`src/rtl/pit_channel.sv`:
```
// pit_channel: one counter channel of an 8254-style programmable interval timer.
// Supports effective modes 0 (interrupt on terminal count), 2 (rate generator)
// and 3 (square wave), binary counting only, with count latch and byte-wise
// read/write sequencing controlled by the RW field of the control word.
module pit_channel (
  input  logic       iClk,
  input  logic       iRstN,
  input  logic       iClkEnPit,
  input  logic       iGate,
  input  logic       iWrCtrl,
  input  logic       iWrData,
  input  logic       iRd,
  input  logic [7:0] iData,
  output logic [7:0] oData,
  output logic       oOut
);

  // Effective counting behaviour after folding the eight M encodings.
  typedef enum logic [1:0] {EM0 = 2'd0, EM2 = 2'd2, EM3 = 2'd3} emode_t;

  // Counter life cycle: idle (no valid count), armed (count complete, waiting
  // for the load tick), running.
  typedef enum logic [1:0] {ST_IDLE = 2'd0, ST_ARMED = 2'd1, ST_RUN = 2'd2} cnt_st_t;

  function automatic emode_t decode_mode(input logic [2:0] m);
    case (m[1:0])
      2'b10:   return EM2;
      2'b11:   return EM3;
      default: return EM0;
    endcase
  endfunction

  // Programming state
  logic [1:0]  rw_q;
  logic [2:0]  m_q;
  logic [15:0] n_q;
  logic [7:0]  lsb_q;
  logic        wr_msb_q;
  logic        prog_q;

  // Read state
  logic        rd_msb_q;
  logic        latch_vld_q;
  logic [15:0] latch_q;

  // Counter state
  cnt_st_t     st_q;
  logic [15:0] ce_q;
  logic        out_q;
  logic        gate_q;
  logic        trig_q;

  // Decoded strobes and derived values
  emode_t      emode;
  emode_t      ctrl_emode;
  logic        ctrl_prog;
  logic        ctrl_latch;
  logic        byte_wr;
  logic        byte_rd;
  logic        tick_en;
  logic        first_byte;
  logic        complete;
  logic [15:0] new_n;
  logic [15:0] m2_len;
  logic [15:0] hi_len;
  logic [15:0] lo_len;
  logic [15:0] load_val;
  logic        rd_sel_msb;
  logic        rd_final;
  logic [15:0] rd_src;
  logic        ctrl_unused;

  // BCD and the channel-select bits are not used by this channel.
  assign ctrl_unused = ^{iData[7:6], iData[0]};

  assign emode      = decode_mode(m_q);
  assign ctrl_emode = decode_mode(iData[3:1]);
  assign ctrl_prog  = iWrCtrl && (iData[5:4] != 2'b00);
  assign ctrl_latch = iWrCtrl && (iData[5:4] == 2'b00);
  // A control write swallows any byte access presented in the same cycle.
  assign byte_wr    = iWrData && !iWrCtrl;
  assign byte_rd    = iRd && !iWrCtrl;
  // Reprogramming stops the counter, so a coincident tick is dropped.
  assign tick_en    = iClkEnPit && !ctrl_prog;

  // Count write sequencing
  always_comb begin
    first_byte = (rw_q != 2'b11) || !wr_msb_q;
    complete   = (rw_q != 2'b11) || wr_msb_q;
    case (rw_q)
      2'b01:   new_n = {8'h00, iData};
      2'b10:   new_n = {iData, 8'h00};
      default: new_n = {iData, lsb_q};
    endcase
  end

  // Reload values per mode; N=0 stands for 65536, which the 16-bit CE
  // already represents as 0 for modes 0 and 2.
  always_comb begin
    m2_len = (n_q == 16'd1) ? 16'd2 : n_q;
    if (n_q == 16'd0) begin
      hi_len = 16'h8000;
      lo_len = 16'h8000;
    end else begin
      hi_len = (n_q >> 1) + {15'd0, n_q[0]};
      lo_len = n_q >> 1;
    end
    case (emode)
      EM2:     load_val = m2_len;
      EM3:     load_val = hi_len;
      default: load_val = n_q;
    endcase
  end

  // Read byte selection: latched value wins over the live counter
  always_comb begin
    rd_sel_msb = (rw_q == 2'b10) || ((rw_q == 2'b11) && rd_msb_q);
    rd_final   = (rw_q != 2'b11) || rd_msb_q;
    rd_src     = latch_vld_q ? latch_q : ce_q;
    oData      = 8'h00;
    if (iRd) oData = rd_sel_msb ? rd_src[15:8] : rd_src[7:0];
  end

  assign oOut = out_q;

  // Control word and count register programming
  always_ff @(posedge iClk or negedge iRstN) begin
    if (!iRstN) begin
      rw_q     <= 2'b11;
      m_q      <= 3'd0;
      n_q      <= 16'd0;
      lsb_q    <= 8'h00;
      wr_msb_q <= 1'b0;
      prog_q   <= 1'b0;
    end else if (ctrl_prog) begin
      rw_q     <= iData[5:4];
      m_q      <= iData[3:1];
      wr_msb_q <= 1'b0;
      prog_q   <= 1'b1;
    end else if (byte_wr) begin
      if ((rw_q == 2'b11) && !wr_msb_q) begin
        // Hold the LSB aside so a reload never sees a half-written N.
        lsb_q    <= iData;
        wr_msb_q <= 1'b1;
      end else begin
        n_q      <= new_n;
        wr_msb_q <= 1'b0;
      end
    end
  end

  // Read pointer and count latch
  always_ff @(posedge iClk or negedge iRstN) begin
    if (!iRstN) begin
      rd_msb_q    <= 1'b0;
      latch_vld_q <= 1'b0;
      latch_q     <= 16'd0;
    end else if (ctrl_prog) begin
      rd_msb_q    <= 1'b0;
      latch_vld_q <= 1'b0;
    end else if (ctrl_latch) begin
      // A repeated latch command is ignored until the latch has been read out.
      if (!latch_vld_q) begin
        latch_vld_q <= 1'b1;
        latch_q     <= ce_q;
      end
    end else if (byte_rd) begin
      if (rw_q == 2'b11) rd_msb_q <= !rd_msb_q;
      if (rd_final) latch_vld_q <= 1'b0;
    end
  end

  // Gate rising-edge capture: modes 2/3 restart from N on the next tick
  always_ff @(posedge iClk or negedge iRstN) begin
    if (!iRstN) begin
      gate_q <= 1'b0;
      trig_q <= 1'b0;
    end else begin
      gate_q <= iGate;
      if (ctrl_prog)
        trig_q <= 1'b0;
      else if (tick_en && ((st_q == ST_ARMED) || ((st_q == ST_RUN) && iGate)))
        trig_q <= 1'b0;
      else if (iGate && !gate_q && (st_q == ST_RUN) && (emode != EM0))
        trig_q <= 1'b1;
    end
  end

  // Counter FSM: load, decrement, reload and OUT generation
  always_ff @(posedge iClk or negedge iRstN) begin
    if (!iRstN) begin
      st_q  <= ST_IDLE;
      ce_q  <= 16'd0;
      out_q <= 1'b0;
    end else if (ctrl_prog) begin
      st_q  <= ST_IDLE;
      out_q <= (ctrl_emode != EM0);
    end else begin
      if (tick_en) begin
        case (st_q)
          ST_ARMED: begin
            // Load tick: copy N, no decrement.
            ce_q <= load_val;
            st_q <= ST_RUN;
            if (emode != EM0) out_q <= 1'b1;
          end
          ST_RUN: begin
            if (iGate) begin
              if (trig_q && (emode != EM0)) begin
                ce_q  <= load_val;
                out_q <= 1'b1;
              end else begin
                case (emode)
                  EM2: begin
                    if (ce_q == 16'd1) begin
                      ce_q  <= load_val;
                      out_q <= 1'b1;
                    end else begin
                      ce_q <= ce_q - 16'd1;
                      if (ce_q == 16'd2) out_q <= 1'b0;
                    end
                  end
                  EM3: begin
                    // CE counts ticks left in the current half period.
                    if (ce_q == 16'd1) begin
                      if (out_q && (lo_len != 16'd0)) begin
                        out_q <= 1'b0;
                        ce_q  <= lo_len;
                      end else begin
                        out_q <= 1'b1;
                        ce_q  <= hi_len;
                      end
                    end else begin
                      ce_q <= ce_q - 16'd1;
                    end
                  end
                  default: begin
                    ce_q <= ce_q - 16'd1;
                    if (ce_q == 16'd1) out_q <= 1'b1;
                  end
                endcase
              end
            end
          end
          default: ;
        endcase
      end
      if (!iGate && (emode != EM0)) out_q <= 1'b1;
      if (byte_wr) begin
        // Mode 0 restarts on the first byte of a new count.
        if (first_byte && (emode == EM0)) begin
          out_q <= 1'b0;
          st_q  <= ST_IDLE;
        end
        // Modes 2/3 already running pick the new N up at their next reload.
        if (complete && prog_q &&
            ((st_q != ST_RUN) || (first_byte && (emode == EM0))))
          st_q <= ST_ARMED;
      end
    end
  end

endmodule

```
`config.mk`:
```
export PLATFORM = sky130hd
export DESIGN_NAME = pit_channel
export DESIGN_NICKNAME = d
export VERILOG_FILES = /design/src/rtl/pit_channel.sv
export SDC_FILE = /design/constraint.sdc
export NUM_CORES = 1
export LEC_CHECK = 0
export ABC_AREA = 1
export ABC_CLOCK_PERIOD_IN_PS = 5100
export BUFFER_PORTS_ARGS = -buffer_cell sky130_fd_sc_hd__buf_2
export CORE_MARGIN = 2
export CORE_UTILIZATION = 45
export CTS_CLUSTER_SIZE = 28
export DETAILED_ROUTE_END_ITERATION = 10
export HOLD_SLACK_MARGIN = 0.03
export SLEW_MARGIN = 10
export SYNTH_ARGS = -nofsm -noshare
export SYNTH_HDL_FRONTEND = slang
export SYNTH_SLANG_ARGS = --single-unit
export TNS_END_PERCENT = 50
```
`constraint.sdc`:
```
create_clock -name iClk -period 5.1 [get_ports iClk]
set_input_delay 1.02 -clock iClk [delete_from_list [all_inputs] [get_ports iClk]]
set_output_delay 1.02 -clock iClk [all_outputs]
set_load 0.02 [all_outputs]
```
==> run summary, run 1 <==
top flip-flop cell by instance count after synthesis = sky130_fd_sc_hd__dfrtp_1
number of distinct library cells after synthesis = 42
power per cell area = 418 nW/µm²
Congestion Overflow GR = 0
Max Transition Viols Final = 0
sequential cell fraction of total power = 40.4%
post-CTS clock slew at the launch and capture registers of the worst setup and hold paths = 0.08 ns
leading cell type by number of instances after synthesis = sky130_fd_sc_hd__nand2_1
first-pass GRT wire length = 23600 µm
most common library cells after synthesis = sky130_fd_sc_hd__nand2_1 (232), sky130_fd_sc_hd__o21ai_0 (96), sky130_fd_sc_hd__inv_1 (87)
remaining antenna violation count after routing = 0
synthesis warning total = 0
number of flops mapped to enable cells by yosys = 0
final critical delay including setup and external delays = 3.11 ns
critical path type = flip-flop to output pin
later-pin clock latency in the skew report = 0.37 ns
async set-reset flop share out of synthesis = 100%
slowest stage cell, crit path = sky130_fd_sc_hd__dfstp_2
die width = 110 µm
register area share after synthesis = 34.3%
worst setup slack after placement = 2.09 ns
maximum number of pins on one net before global-route repair = 41
number of instances resized during post-cts repair = 0
Port-buffer cells = 23
total vias in the final route = 4821
result of the run = completed
maximum vdd ir drop = 0.000206 V
CP cell instances = ha_1 -> a21oi_1 -> inv_1 -> o21ai_0 -> a21oi_1 -> buf_2
combinational share of power = 41.5%
path type of the worst min-delay path = flip-flop to flip-flop
worst rel slew slack = 47.3%
Fmax achieved = 322 MHz
number of non-filler instances in the completed layout = 910
routed vias/inst = 5.30
cell count after synthesis = 754
Worst Setup Start Kind = flip-flop
fraction of post-synthesis cell area in the top cell type by area = 33.2%
global-route total usage across every layer = 25.9%
signed area change from the synthesized netlist to the final layout = 6.99%
dpl hpwl = 11000 µm
antenna diode count = 0
fraction of the cycle the final worst path needs = 60.9%
post-CTS setup repair buffer count = 0
remaining routing DRC violations = 0
Synth area leaders = sky130_fd_sc_hd__dfrtp_1 (33%), sky130_fd_sc_hd__nand2_1 (17%), sky130_fd_sc_hd__o21ai_0 (9.5%)
DR iter-0 viols = 469
share of total power in the clock network = 18.0%
final critical-path setup slack = 1.99 ns
fill count = 1120
cts-stage hold buffer count = 0
Avg Synthesized Cell Area = 6.69 µm²
area of the die = 12100 µm²
largest area contributor in the synthesized netlist = sky130_fd_sc_hd__dfrtp_1
nature of the critical path endpoint = output pin
number of buffers added by the clock tree synthesis step = 9
total wirelength of the detailed-routed design = 14500 µm
cell with the most instances on the worst path = sky130_fd_sc_hd__a21oi_1
switching power share of the total = 46.6%
Max FO, Critical Path = 16
core area = 10900 µm²
syn nets = 783
worst clock skew on the final layout = 0.0142 ns
worst path bufs/invs = 2
vias in the first global route = 4417
kind of cell with the highest combined delay on the critical path = flip-flops
final hold violation count = 0
number of top-level design ports = 24
max cap viols = 0
flip-flop and latch count after synthesis = 69
Finish-stage setup viols = 0
final weighted congestion in routability-driven placement = 0.935
power dissipated by switching net loads = 0.00105 W
data required time at the worst endpoint = 4.08 ns
CTS tree = built
number of cell rows = 38
Int Pwr = 0.00121 W
final routed wire length divided by cell count = 16.0 µm
TNS Setup = 0 ns
overall power = 0.00226 W
leakage power figure = 2.65 nW
initial antenna violation count = 0
cell at the root of the clock tree = sky130_fd_sc_hd__clkbuf_8
initial core utilization = 46.3%
clock sink total = 69
cell area after synthesis = 5050 µm²
RSZ-0062 raised after global routing = no
worst hold margin = 0.478 ns
cell count after placement = 894
vertical extent of the die = 110 µm
clock buffer depth = 2
CTS HTree Levels = 3
detailed-router iteration count before antenna repair = 5
share of cells above drive strength 1 = 10.5%
final net count = 794
Slew @ Worst Pin = 0.786 ns
Crit path largest cell delay = 0.55 ns
arrival time of data at the critical path endpoint = 2.09 ns
-- logic make-up (layout without fill, tap and decap cells) --
| logic type | Yosys count | count (layout) | synth area share, % |
|---|---|---|---|
| compound gates | 155 | 155 | 16.7 |
| xor+xnor | 12 | 12 | 2.08 |
| fa+ha+maj | 14 | 14 | 3.47 |
| buf+inv | 120 | 136 | 9.50 |
| flops | 69 | 69 | 34.3 |
| mux | 2 | 2 | 0.397 |
| simple gates | 382 | 382 | 33.6 |
-- final timing paths --
kind	startpoint	endpoint	slack, ns	cells after the start
max	rw_q[0]$_DFFE_PN1P_	oData[0]	1.99	6
min	latch_q[0]$_DFFE_PN0P_	latch_q[0]$_DFFE_PN0P_	0.48	2
max reg2reg	m_q[1]$_DFFE_PN0P_	ce_q[13]$_DFFE_PN0P_	2.56	8
min reg2reg	latch_q[0]$_DFFE_PN0P_	latch_q[0]$_DFFE_PN0P_	0.48	2
max in group asynchronous	iRstN	n_q[3]$_DFFE_PN0P_	3.35	2
min in group asynchronous	iRstN	latch_q[6]$_DFFE_PN0P_	0.71	1
-- metal layers --
| metal | share of wire, % | GRT usage, % | up-vias |
|---|---|---|---|
| li1 | - | - | 2453 |
| met1 | 48 | 35.7 | 2222 |
| met2 | 46 | 41.0 | 118 |
| met3 | 3.7 | 3.38 | 28 |
| met4 | 2.4 | 10.5 | 0 |
| met5 | 0 | 0 | - |
-- metrics by stage --
step / area [µm²] / util [%]
floorplan: 5050 / -
global placement: 5230 / 48.1
detailed placement: 5230 / 48.1
CTS: 5400 / 49.6
global route: 5400 / 49.6
finish: 5400 / 49.6
-- flip-flops by register name, summed over array words and instances (netlist names) --
name         count
ce_q            16
latch_q         16
n_q             16
lsb_q            8
m_q              2
rw_q             2
st_q             2
gate_q           1
latch_vld_q      1
oOut             1
prog_q           1
rd_msb_q         1
trig_q           1
wr_msb_q         1
-- power groups by stage --
stage,combinational [W],sequential [W],clock [W]
floorplan,0.000740,0.000842,0
global placement,0.000919,0.000915,0
detailed placement,0.000931,0.000918,0
CTS,0.000939,0.000908,0.000415
global route,0.00107,0.000939,0.000439
finish,0.000937,0.000912,0.000407
-- placed cells by master, fill, tap and decap left out, types with 3 or more instances in the layout --
master	instances
sky130_fd_sc_hd__o21ai_0	96
sky130_fd_sc_hd__ha_1	14
sky130_fd_sc_hd__nor2_1	55
sky130_fd_sc_hd__xor2_1	11
sky130_fd_sc_hd__nor3_1	5
sky130_fd_sc_hd__a31oi_1	3
sky130_fd_sc_hd__inv_1	87
sky130_fd_sc_hd__o211ai_1	8
sky130_fd_sc_hd__buf_4	3
sky130_fd_sc_hd__nand2_1	232
sky130_fd_sc_hd__o21ai_1	7
sky130_fd_sc_hd__nor4_1	4
sky130_fd_sc_hd__clkinv_2	3
sky130_fd_sc_hd__nor2_2	6
sky130_fd_sc_hd__a21oi_1	33
sky130_fd_sc_hd__nand2_2	4
sky130_fd_sc_hd__nor2_4	7
sky130_fd_sc_hd__clkbuf_8	9
sky130_fd_sc_hd__nand3b_1	3
sky130_fd_sc_hd__buf_2	23
sky130_fd_sc_hd__nand3_1	45
sky130_fd_sc_hd__dfrtp_1	67
sky130_fd_sc_hd__inv_2	7
sky130_fd_sc_hd__nand4_1	12
-- area by class of cell --
type                       instances  area, µm²  share of cell area, %
clock buffer                      10        128                   2.36
clock inverter                     6       38.8                  0.718
inverter                          94        353                   6.54
tap                              140        175                   3.24
sequential                        69       1730                   32.0
timing repair buffer              26        138                   2.55
multi-input combinational        565       2840                   52.6
-- worst min-delay path, cell delays in order, from the launching register on --
cell                      delay (ns)
sky130_fd_sc_hd__dfrtp_1        0.35
sky130_fd_sc_hd__nand2_1        0.05
sky130_fd_sc_hd__nand2_1        0.05
Power figures use the tool's default switching activity.
==> run 2, diff against run 1 <==
ABC_AREA = 0   (was 1)
ABC_CLOCK_PERIOD_IN_PS = 2500   (was 5100)
clock period = 2.5 ns   (was 5.1 ns; I/O delays follow)
==> run summary, run 2 <==
register area share after synthesis = 35.8% (+1.6 points)
leakage power figure = 2.51 nW (-5.5%)
number of flops mapped to enable cells by yosys = 0 (unchanged)
number of non-filler instances in the completed layout = 749 (-18%)
final net count = 637 (-20%)
critical path type = flip-flop to output pin
routed vias/inst = 6.00 (+13%)
worst clock skew on the final layout = 0.00970 ns (-0.00446 ns)
remaining routing DRC violations = 0 (unchanged)
arrival time of data at the critical path endpoint = 1.99 ns (-0.10 ns)
clock buffer depth = 2 (unchanged)
maximum number of pins on one net before global-route repair = 70 (+71%)
share of cells above drive strength 1 = 29.2% (+19 points)
top flop regs = ce_q x16, latch_q x16, n_q x16
vertical extent of the die = 108 µm (-2.2%)
maximum vdd ir drop = 0.000516 V (+150%)
cell area after synthesis = 4820 µm² (-4.4%)
Congestion Overflow GR = 0 (unchanged)
Fmax achieved = 401 MHz
Worst Setup Start Kind = flip-flop
cts-stage hold buffer count = 0 (unchanged)
Finish-stage setup viols = 0 (unchanged)
RSZ-0062 raised after global routing = yes
CTS tree = built
Port-buffer cells = 23 (unchanged)
kind of cell with the highest combined delay on the critical path = flip-flops
dpl hpwl = 10600 µm (-3.6%)
Sequential Area = 1730 µm² (about the same)
CP cell instances = inv_2 -> ha_4 -> a21oi_4 -> buf_6 -> mux4_2 -> and2_4 -> buf_6
fraction of the cycle the final worst path needs = 99.7%
max cap viols = 0 (unchanged)
Synth Area in Compound Gates = 20.6% (+3.9 points)
remaining antenna violation count after routing = 0 (unchanged)
vias in the first global route = 4399 (-0.41%)
final critical-path setup slack = 0.00646 ns (-1.99 ns)
number of distinct library cells after synthesis = 72 (+71%)
result of the run = completed
Slew @ Worst Pin = 0.746 ns (-0.0397 ns)
number of buffers added by the clock tree synthesis step = 9 (unchanged)
slowest stage cell, crit path = sky130_fd_sc_hd__dfstp_2
multiplexer share of the synthesized area = 10.2% (+9.8 points)
Avg Synthesized Cell Area = 8.93 µm² (+33%)
later-pin clock latency in the skew report = 0.36 ns (about the same)
worst setup slack after placement = 0.0285 ns (-2.06 ns)
number of cell rows = 37 (-2.6%)
area of the die = 11600 µm² (-4.3%)
post-CTS clock slew at the launch and capture registers of the worst setup and hold paths = 0.07 ns (about the same)
cell with the most instances on the worst path = sky130_fd_sc_hd__buf_6
worst path bufs/invs = 3 (+1)
async set-reset flop share out of synthesis = 100% (unchanged)
multi-input gate area in the final layout = 2920 µm² (+3.0%)
CTS HTree Levels = 3 (unchanged)
number of top-level design ports = 24 (unchanged)
commonest cells after routing, fill and taps aside = sky130_fd_sc_hd__buf_4 (73), sky130_fd_sc_hd__nand2_1 (67), sky130_fd_sc_hd__dfrtp_1 (66)
core area = 10400 µm² (-4.8%)
fraction of post-synthesis cell area in the top cell type by area = 34.8% (+1.5 points)
clock sink total = 69 (unchanged)
initial antenna violation count = 0 (unchanged)
Crit path largest cell delay = 0.54 ns (about the same)
final hold violation count = 0 (unchanged)
final weighted congestion in routability-driven placement = 0.926 (-1.0%)
syn nets = 569 (-27%)
antenna diode count = 0 (unchanged)
TNS Setup = 0 ns (unchanged)
die width = 108 µm (-2.2%)
Synth area leaders = sky130_fd_sc_hd__dfrtp_1 (35%), sky130_fd_sc_hd__mux2_2 (5.8%), sky130_fd_sc_hd__nand2_1 (5.2%)
initial core utilization = 46.5% (+0.17 points)
most common library cells after synthesis = sky130_fd_sc_hd__dfrtp_1 (67), sky130_fd_sc_hd__nand2_1 (67), sky130_fd_sc_hd__a21oi_1 (36)
most common cell after layout, fill and taps aside = sky130_fd_sc_hd__buf_4
data required time at the worst endpoint = 2.00 ns (-2.08 ns)
total vias in the final route = 4494 (-6.8%)
share of synthesized cell area in and, or, nand and nor gates = 20.5% (-13 points)
power per cell area = 901 nW/µm² (+120%)
DR iter-0 viols = 334 (-29%)
first-pass GRT wire length = 22800 µm (-3.2%)
xor-xnor portion of the synthesized cell area = 3.99% (+1.9 points)
Max Transition Viols Final = 0 (unchanged)
signed area change from the synthesized netlist to the final layout = 21.4%
worst hold margin = 0.144 ns (-0.334 ns)
Max FO, Critical Path = 8 (-8)
final critical delay including setup and external delays = 2.49 ns
total wirelength of the detailed-routed design = 14000 µm (-4.0%)
cell at the root of the clock tree = sky130_fd_sc_hd__clkbuf_8
top flip-flop cell by instance count after synthesis = sky130_fd_sc_hd__dfrtp_1
path type of the worst min-delay path = input pin to asynchronous set/reset pin
detailed-router iteration count before antenna repair = 5 (unchanged)
fraction of the mapped netlist area in adder cells = 3.63% (+0.16 points)
combinational family with the most area after synthesis = compound AO/OA/AOI/OAI gates
fill count = 961 (-14%)
worst rel slew slack = 50.3% (+2.9 points)
final routed wire length divided by cell count = 18.6 µm (+17%)
cell count after synthesis = 540 (-28%)
cell count after placement = 727 (-19%)
largest area contributor in the synthesized netlist = sky130_fd_sc_hd__dfrtp_1
global-route total usage across every layer = 25.3% (-0.60 points)
nature of the critical path endpoint = output pin
synthesis warning total = 0 (unchanged)
flip-flop and latch count after synthesis = 69 (unchanged)
-- run 2: cell count changes after synthesis, moves of 12 or more --
| cell | change |
|---|---|
| sky130_fd_sc_hd__nand2_1 | -165 |
| sky130_fd_sc_hd__inv_1 | -68 |
| sky130_fd_sc_hd__o21ai_0 | -63 |
| sky130_fd_sc_hd__nand3_1 | -31 |
| sky130_fd_sc_hd__nor2_1 | -27 |
| sky130_fd_sc_hd__mux2_2 | +25 |
| sky130_fd_sc_hd__clkbuf_1 | +19 |
| sky130_fd_sc_hd__and2_1 | +12 |
-- run 2: cell type report --
| class | instances | area share, % |
|---|---|---|
| multi-input cells | 409 | 49.9 |
| flip-flops and latches | 69 | 29.5 |
| inverters | 19 | 1.22 |
| clock buffers | 15 | 3.18 |
| well taps | 136 | 2.91 |
| repair buffers | 100 | 13.1 |
| clock inverters | 1 | 0.0855 |
-- run 2: what timing repair did --
item                                    4_1_cts  5_1_grt
pin swaps                                     2        6
endpoints found under the setup margin        9       20
buffers inserted                              2        4
resized for setup                            13       27
-- run 2: power breakdown --
group / leakage (nW) / switching (W) / internal (W)
registers: 0.852 / 0.000280 / 0.00150
logic: 1.55 / 0.00135 / 0.00126
clock network: 0.0997 / 0.000422 / 0.000469
-- run 2: per-stage QoR --
stage	cell area (µm²)	utilization, %	power [W]
floorplan	4820	-	0.00328
global placement	5480	52.9	0.00416
detailed placement	5480	52.9	0.00422
CTS	5730	55.3	0.00516
global route	5860	56.5	0.00562
finish	5860	56.5	0.00528
-- run 2: kinds of logic (layout without fill, tap and decap cells) --
kind of cell	Yosys count	after routing
AO/OA/AOI/OAI	144	144
XOR/XNOR	22	22
adder cells (fa/ha/maj)	14	14
buffers and inverters	62	135
flip-flops	69	69
multiplexers	36	36
AND/OR/NAND/NOR	193	193
-- run 2: routing by layer --
layer | up-vias | routed length [µm] | track usage (%)
li1 | 2132 | - | -
met1 | 2193 | 6040 | 32.4
met2 | 137 | 6940 | 43.5
met3 | 32 | 644 | 3.93
met4 | 0 | 333 | 8.42
met5 | - | 0 | 0
-- run 2: worst paths after layout --
kind / startpoint / end / slack (ns) / depth (start not counted)
max: rw_q[0]$_DFFE_PN1P_ / oData[4] / 0.006 / 7
max in group asynchronous: iRstN / rw_q[0]$_DFFE_PN1P_ / 1.99 / 2
min in group iClk: iGate / gate_q$_DFF_PN0_ / 0.33 / 1
min: iRstN / ce_q[12]$_DFFE_PN0P_ / 0.14 / 2
min reg2reg: prog_q$_DFFE_PN0P_ / prog_q$_DFFE_PN0P_ / 0.47 / 1
max reg2reg: n_q[1]$_DFFE_PN0P_ / ce_q[5]$_DFFE_PN0P_ / 0.05 / 6
